### src/rtl/uart_tx.sv
// uart_tx -- 8N1 UART transmitter with double buffering (holding register
// THR in front of shift register TSR), paced by a 16x bit-rate tick.
//
// Ports:
//   clk          system clock, all state changes on its rising edge
//   reset        asynchronous, active-high reset
//   brg_tick     one-clk pulse at 16x the bit rate; the FSM and counters
//                only advance on clks where it is 1
//   d[7:0]       byte to transmit, captured on an accepted write
//   tx_wr_tick   one-clk write strobe into the THR
//   tx_ready     1 while the THR is empty (registered NOT thr_full)
//   tx_done_tick one-clk pulse after the final tick of each stop bit
//   tx           registered serial line, idle high
//   dbg_state    one-hot FSM state {STOP, DATA, START, IDLE}
//
// Write handshake: tx_wr_tick acts as valid and tx_ready as ready. A byte is
// taken only on a clk where both are 1; a strobe while tx_ready=0 is dropped
// and nothing else changes. tx_ready falls on the clk after an accepted write.
module uart_tx #(
  parameter int STOP_TICKS = 16
) (
  input  logic       clk,
  input  logic       reset,
  input  logic       brg_tick,
  input  logic [7:0] d,
  input  logic       tx_wr_tick,
  output logic       tx_ready,
  output logic       tx_done_tick,
  output logic       tx,
  output logic [3:0] dbg_state
);

  localparam logic [3:0] IDLE  = 4'b0001;
  localparam logic [3:0] START = 4'b0010;
  localparam logic [3:0] DATA  = 4'b0100;
  localparam logic [3:0] STOP  = 4'b1000;

  localparam logic [4:0] BIT_LAST  = 5'd15;
  localparam logic [4:0] STOP_LAST = 5'(STOP_TICKS - 1);

  logic [3:0] state;
  logic [4:0] tick_cnt;
  logic [2:0] bit_cnt;
  logic [7:0] thr;
  logic [7:0] tsr;
  logic       thr_full;

  logic wr_accept;
  logic xfer;
  logic thr_full_next;

  assign dbg_state = state;

  // A transfer THR->TSR happens from IDLE, or on the last stop tick so the
  // next frame starts with no idle gap. Because tx_ready is NOT thr_full, a
  // write and a transfer can never land in the same clk.
  always_comb begin
    wr_accept     = tx_wr_tick & tx_ready;
    xfer          = brg_tick & thr_full &
                    ((state == IDLE) | ((state == STOP) & (tick_cnt == STOP_LAST)));
    thr_full_next = thr_full;
    if (wr_accept) begin
      thr_full_next = 1'b1;
    end else if (xfer) begin
      thr_full_next = 1'b0;
    end
  end

  always_ff @(posedge clk or posedge reset) begin
    if (reset) begin
      state        <= IDLE;
      tick_cnt     <= 5'd0;
      bit_cnt      <= 3'd0;
      thr          <= 8'd0;
      tsr          <= 8'd0;
      thr_full     <= 1'b0;
      tx_ready     <= 1'b1;
      tx_done_tick <= 1'b0;
      tx           <= 1'b1;
    end else begin
      thr_full     <= thr_full_next;
      tx_ready     <= ~thr_full_next;
      tx_done_tick <= 1'b0;
      if (wr_accept) begin
        thr <= d;
      end
      if (brg_tick) begin
        case (state)
          IDLE: begin
            if (thr_full) begin
              tsr      <= thr;
              tick_cnt <= 5'd0;
              state    <= START;
              tx       <= 1'b0;
            end
          end
          START: begin
            if (tick_cnt == BIT_LAST) begin
              tick_cnt <= 5'd0;
              bit_cnt  <= 3'd0;
              state    <= DATA;
              tx       <= tsr[0];
            end else begin
              tick_cnt <= tick_cnt + 5'd1;
            end
          end
          DATA: begin
            if (tick_cnt == BIT_LAST) begin
              tick_cnt <= 5'd0;
              tsr      <= {1'b0, tsr[7:1]};
              bit_cnt  <= bit_cnt + 3'd1;
              if (bit_cnt == 3'd7) begin
                state <= STOP;
                tx    <= 1'b1;
              end else begin
                // tsr[1] becomes the LSB after this shift
                tx <= tsr[1];
              end
            end else begin
              tick_cnt <= tick_cnt + 5'd1;
            end
          end
          STOP: begin
            if (tick_cnt == STOP_LAST) begin
              tx_done_tick <= 1'b1;
              tick_cnt     <= 5'd0;
              if (thr_full) begin
                tsr   <= thr;
                state <= START;
                tx    <= 1'b0;
              end else begin
                state <= IDLE;
              end
            end else begin
              tick_cnt <= tick_cnt + 5'd1;
            end
          end
          default: begin
            state    <= IDLE;
            tick_cnt <= 5'd0;
            tx       <= 1'b1;
          end
        endcase
      end
    end
  end

endmodule

### config.mk
export PLATFORM = sky130hd
export DESIGN_NAME = uart_tx
export DESIGN_NICKNAME = d
export VERILOG_FILES = /design/src/rtl/uart_tx.sv
export SDC_FILE = /design/constraint.sdc
export NUM_CORES = 1
export LEC_CHECK = 0
export ABC_AREA = 1
export ABC_CLOCK_PERIOD_IN_PS = 1780
export BUFFER_PORTS_ARGS = -buffer_cell sky130_fd_sc_hd__buf_2
export CORE_ASPECT_RATIO = 0.6
export CORE_MARGIN = 2
export CORE_UTILIZATION = 50
export CTS_CLUSTER_DIAMETER = 100
export DETAILED_ROUTE_END_ITERATION = 10
export PLACE_DENSITY = 0.72
export SLEW_MARGIN = 40
export SYNTH_ARGS = -nofsm -noshare
export SYNTH_HDL_FRONTEND = slang
export SYNTH_SLANG_ARGS = --single-unit
### constraint.sdc
create_clock -name clk -period 1.78 [get_ports clk]
set_clock_uncertainty 0.2 [all_clocks]
set_input_delay 0.356 -clock clk [delete_from_list [all_inputs] [get_ports clk]]
set_output_delay 0.356 -clock clk [all_outputs]
set_load 0.02 [all_outputs]
Yosys cells after proc, flatten, opt, wreduce, memory -nomap -nowiden
Index checks and enable logic that the tools add are counted.
{"block": "totals", "in_bits": 12, "word_cells": 64, "regBits": 32}
{"block": "op_classes", "add_sub_neg": 2, "n_reduce_logical": 8, "eq_ne": 11, "n_mux": 28, "bitwise_logic": 6}
{"cell": "8-bit 2-to-1 mux", "count": 3}
{"cell": "8-bit one-hot mux with 3 select lines", "count": 1}
{"cell": "4-bit 2-to-1 mux", "count": 5}
{"cell": "4-bit one-hot mux with 4 select lines", "count": 1}
{"cell": "4-bit AND reduction", "count": 3}
{"cell": "1-bit 2-to-1 mux", "count": 10}
{"cell": "5-bit 2-to-1 mux", "count": 2}
{"cell": "5-bit one-hot mux with 2 select lines", "count": 1}
{"cell": "2-bit != test (second input constant)", "count": 4}
{"cell": "3-bit 2-to-1 mux", "count": 2}
{"cell": "3-bit one-hot mux with 2 select lines", "count": 1}
{"cell": "6-bit AND reduction", "count": 1}
{"cell": "5-bit by 1-bit adder with 5-bit output (second input constant)", "count": 1}
{"cell": "5-bit by 4-bit equality test with 1-bit output (second input constant)", "count": 1}
{"cell": "1-bit AND", "count": 4}
{"cell": "4-bit by 1-bit equality test with 1-bit output (second input constant)", "count": 1}
{"cell": "4-bit by 2-bit equality test with 1-bit output (second input constant)", "count": 1}
{"cell": "4-bit by 3-bit equality test with 1-bit output (second input constant)", "count": 1}
{"cell": "4-bit equality test (second input constant)", "count": 1}
{"cell": "1-bit one-hot mux with 4 select lines", "count": 1}
{"cell": "3-bit by 1-bit adder with 3-bit output (second input constant)", "count": 1}
{"cell": "3-bit equality test (second input constant)", "count": 1}
{"cell": "3-bit nonzero test", "count": 1}
{"cell": "3-bit OR reduction", "count": 1}
{"cell": "other kinds (6)", "count": 6}

Longest topological paths before layout
{"block": "logic_depth", "word_depth": 7, "depth_mapped": 10, "ltp_nobuf": 10}

Worst setup path before layout
OpenSTA, ideal clock, no wires.
{"block": "synth_path", "path_type": "reg-to-reg", "start": "register state[0] (netlist: dbg_state[0])", "end": "register tsr[7]", "t_arrival_ps": 1280, "required_ps": 1463, "path_stages_with_launch": 10, "period_less_slack_ps": 1597, "setup_slack_ps": 183, "path_cell_list": "dfstp_2 inv_2 nor2_2 nand2_2 nand2_2 nand2_2 nand2_4 nand2_4 nand2_1 nand2_1"}
{"block": "synth_via", "elab_chain_cells": 3}
{"item": "start, declared", "line_no": "41", "source": "logic [3:0] state;"}
{"item": "start signal, assigned", "line_no": "71", "source": "state <= IDLE;"}
{"item": "start signal, assigned", "line_no": "93", "source": "state <= START;"}
{"item": "start signal, assigned", "line_no": "101", "source": "state <= DATA;"}
{"item": "4-bit by 3-bit equality test with 1-bit output, or another cell as far along", "line_no": "88", "source": "case (state)"}
{"item": "2-bit != test (no line), or another cell as far along"}
{"item": "4-bit AND reduction (no line)"}
{"item": "end signal, assigned", "line_no": "91", "source": "tsr <= thr;"}
{"item": "end signal, assigned", "line_no": "110", "source": "tsr <= {1'b0, tsr[7:1]};"}
{"item": "end signal, assigned", "line_no": "128", "source": "tsr <= thr;"}
{"item": "end, declared", "line_no": "45", "source": "logic [7:0] tsr;"}
Parallel ways exist; a longest one is shown, timed or not.
A chain may end at the register's enable or synchronous reset.

Final worst setup path
{"block": "layout_path", "start": "register state[0] (netlist: dbg_state[0])", "end": "register tsr[5]"}
Same word-level chain as after synthesis.

==> run_results.csv <==
group,metric,value,unit
synth,synth.distinct_cells,25,
global_route,grt_overflow,0,
power_and_ir_drop,ir_drop,903,uV
critical_path,cp-start-kind,"flop",
synth,synthCells,211,
critical_path,crit_chain,"inv_2 -> nor2_2 -> nand2_2 -> nand2_2 -> nand2_2 -> nand2_4 -> nand2_4 -> nand2_1 -> nand2_1",
routing,via_per_inst,5.02,
timing,period_minus_slack,1.68,ns
synth,synthArstFlopShare,1.00,
timing,tightestPinTransition,0.398,ns
clock_network,cts_tree,"built",
routing,first_iter_violations,105,
synth,synth_fa_ha_area_frac,0.0218,
global_route,grt_pass1_wl,5780,um
synth,yosysWarningCount,0,
finish,final_common_cell,"nand2_1",
clock_network,cts-root-buf,"clkbuf_8",
clock_network,tritoncts.num_buffers,5,
finish,drive_above_1_share,0.277,
floorplanning,die_h,49.5,um
timing,fin_ws,0.103,ns
routing,antenna_left,0,
finish,postLayoutCellArea,0.00204,mm2
critical_path,cp.arrival,1.65,ns
worst_hold_path,hold_start,"d[7]",
critical_path,crit_path_top_delay_cell,"dfstp_2",
timing,clock.fmax,596,MHz
routing,drc_errors,0,
synth,yosys.area_share.simple,0.367,
synth,synth-compound-area-share,0.0370,
clock_network,clock-sinks,32,
routing,dr.pass1.iters,4,
place,place_congestion,0.915,
routing,dr_total_vias,1440,
finish,fin_nets,256,
worst_hold_path,hp-class,"in2reg",
synth,synthXorXnorAreaFrac,0.00508,
place,dp.cells,277,
synth,syn_avg_cell_area,8.18,um2
critical_path,crit_fanout,9,
routing,wl_per_cell,12.3,um
synth,synthMuxAreaShare,0.0522,
critical_path,r2r_cells,9,
clock_network,cts.clk_slew.worst_paths,0.07,ns
worst_hold_path,min_path_cells,2,
finish,area_delta_synth_final,18.3,%
synth,synth_fp_nets,226,
run_status,outcome,"finished, final reports clean",
floorplanning,die_w,79.8,um
critical_path,cp_common_cell,"nand2_2",
floorplanning,initial_core_util,0.526,
floorplanning,fp-row-count,16,
timing,setup_viol,0,
power_and_ir_drop,power_density,1650,mW/mm2
critical_path,critPathKind,"reg2reg",
critical_path,r2r_start,"dbg_state[0]",
floorplanning,boundaryPins,19,
place,port_buffers,18,
synth,synth-seq-cells,32,
critical_path,crit_family,"simple AND/OR/NAND/NOR gates",
timing,setup_tns,0,ns
global_route,antenna_found_initial,0,
place,dp_hpwl,2690,um
finish,stdcell_count,287,
synth,synth_top_family_by_area,"simple AND/OR/NAND/NOR gates",
critical_path,cpPeakStageDelay,0.60,ns
floorplanning,core,0.00328,mm2
timing,post-route-period-util,0.942,
synth,synth_edf_count,0,
clock_network,htreeDepth,2,
timing,slew_violations,0,
global_route,first_global_vias,1229,
clock_network,cts_buffer_depth,2,
critical_path,r2r-end,"tsr[5]",
critical_path,end_kind,"flop",
synth,ys.flop_type,"dfrtp_1",
synth,synth_area,0.00173,mm2
clock_network,insertion_delay,0.28,ns
job,maxCapViolCount,0,
critical_path,worst_ep_required_time,1.75,ns
finish,diodes,0,
floorplanning,die_area,0.00395,mm2
timing,hold_ws,0.0986,ns
finish,final_cell_mix,"nand2_1 (79), dfrtp_1 (28), nand3_1 (24)",
synth,synth-seq-area-share,0.466,
place,dpl-instance-area,0.00190,mm2
power_and_ir_drop,p_leak,0.00108,uW
critical_path,regToRegSetupSlack,0.10,ns
critical_path,cp.buffers_inverters,1,
timing,hold_violations,0,
worst_hold_path,hold-path-endpoint,"thr[7]",
timing,timing.slew.headroom,0.735,
routing,drt-total-wl,3530,um
global_route,grt_max_degree,33,
place,pre_cts_ws,0.0793,ns
global_route,grt_usage,0.199,
==> cell usage after synthesis (2+ instances only) <==
library cell	instances	area, um2
nand2_2	4	25.0
nand4_1	2	12.5
dfstp_2	3	78.8
nor2_1	10	37.5
inv_2	3	11.3
nand2_1	79	297
nor2_2	3	18.8
ha_1	3	37.5
nor2_4	3	33.8
a21oi_1	5	25.0
nand3_2	2	20.0
dfrtp_1	29	726
inv_1	17	63.8
mux2_2	8	90.1
o21ai_0	5	25.0
nand2_4	3	33.8
nand3_1	24	120
==> per-layer routing <==
| layer | global-route usage | vias up | part of all wire |
|---|---|---|---|
| met5 | 0 | - | 0 |
| met4 | 0.0367 | 0 | 0 |
| met3 | 0.0916 | 0 | 0.078 |
| met2 | 0.237 | 51 | 0.40 |
| met1 | 0.322 | 660 | 0.53 |
| li1 | - | 729 | - |
==> worst max path at each step <==
| stage | from | endpoint | cells past startpoint |
|---|---|---|---|
| detailed placement | tick_cnt[0] | tsr[6] | 8 |
| finish | dbg_state[0] | tsr[5] | 9 |
| floorplan | dbg_state[0] | tsr[7] | 9 |
| global placement | tick_cnt[0] | tsr[3] | 8 |
| global route | dbg_state[0] | tsr[4] | 9 |
| CTS | tick_cnt[0] | tsr[5] | 8 |
==> final cells by class <==
type,instances,area (um2)
Clock buffer,5,68.8
Timing Repair Buffer,25,145
Inverter,20,75.1
Sequential cell,32,806
Multi-Input combinational cell,157,848
Tap cell,45,56.3
Fill cell,278,1240
Clock inverter,3,42.5
==> worst register-to-register path: stages (launching register included) <==
cell and delay, ns:
dfstp_2 0.60, inv_2 0.06, nor2_2 0.12, nand2_2 0.10
nand2_2 0.09, nand2_2 0.06, nand2_4 0.11, nand2_4 0.09
nand2_1 0.07, nand2_1 0.05
==> flip-flops by register name, indices dropped and copies added, names as in the netlist <==
signal and flops:
tsr 8, tx_done_tick 1, thr 8, dbg_state 4, thr_full 1, tick_cnt 5, tx 1, tx_ready 1
bit_cnt 3
==> power by group <==
part           total [uW]  switching (uW)  internal, uW
logic                1440             908           527
registers            1240             223          1020
clock network         689             275           414
==> per-stage QoR <==
step            util  power, uW
2_1_floorplan      -       2290
3_3_place_gp   0.578       2640
3_5_place_dp   0.578       2660
4_1_cts        0.615       3360
5_1_grt        0.622       3660
6_report       0.622       3370
==> logic make-up after synthesis <==
family,count (synthesis)
flops,32
xor+xnor,1
mux,8
buf+inv,22
fa+ha+maj,3
compound gates,12
simple gates,133
==> what timing repair did <==
action / CTS / global route
endpoints found under the setup margin: 0 / 16
endpoints found under the hold margin: 29 / 0
hold buffers: 1 / 0
resized for setup: 0 / 4
setup buffers: 0 / 1
No activity file was read; power rests on OpenSTA's default activity.
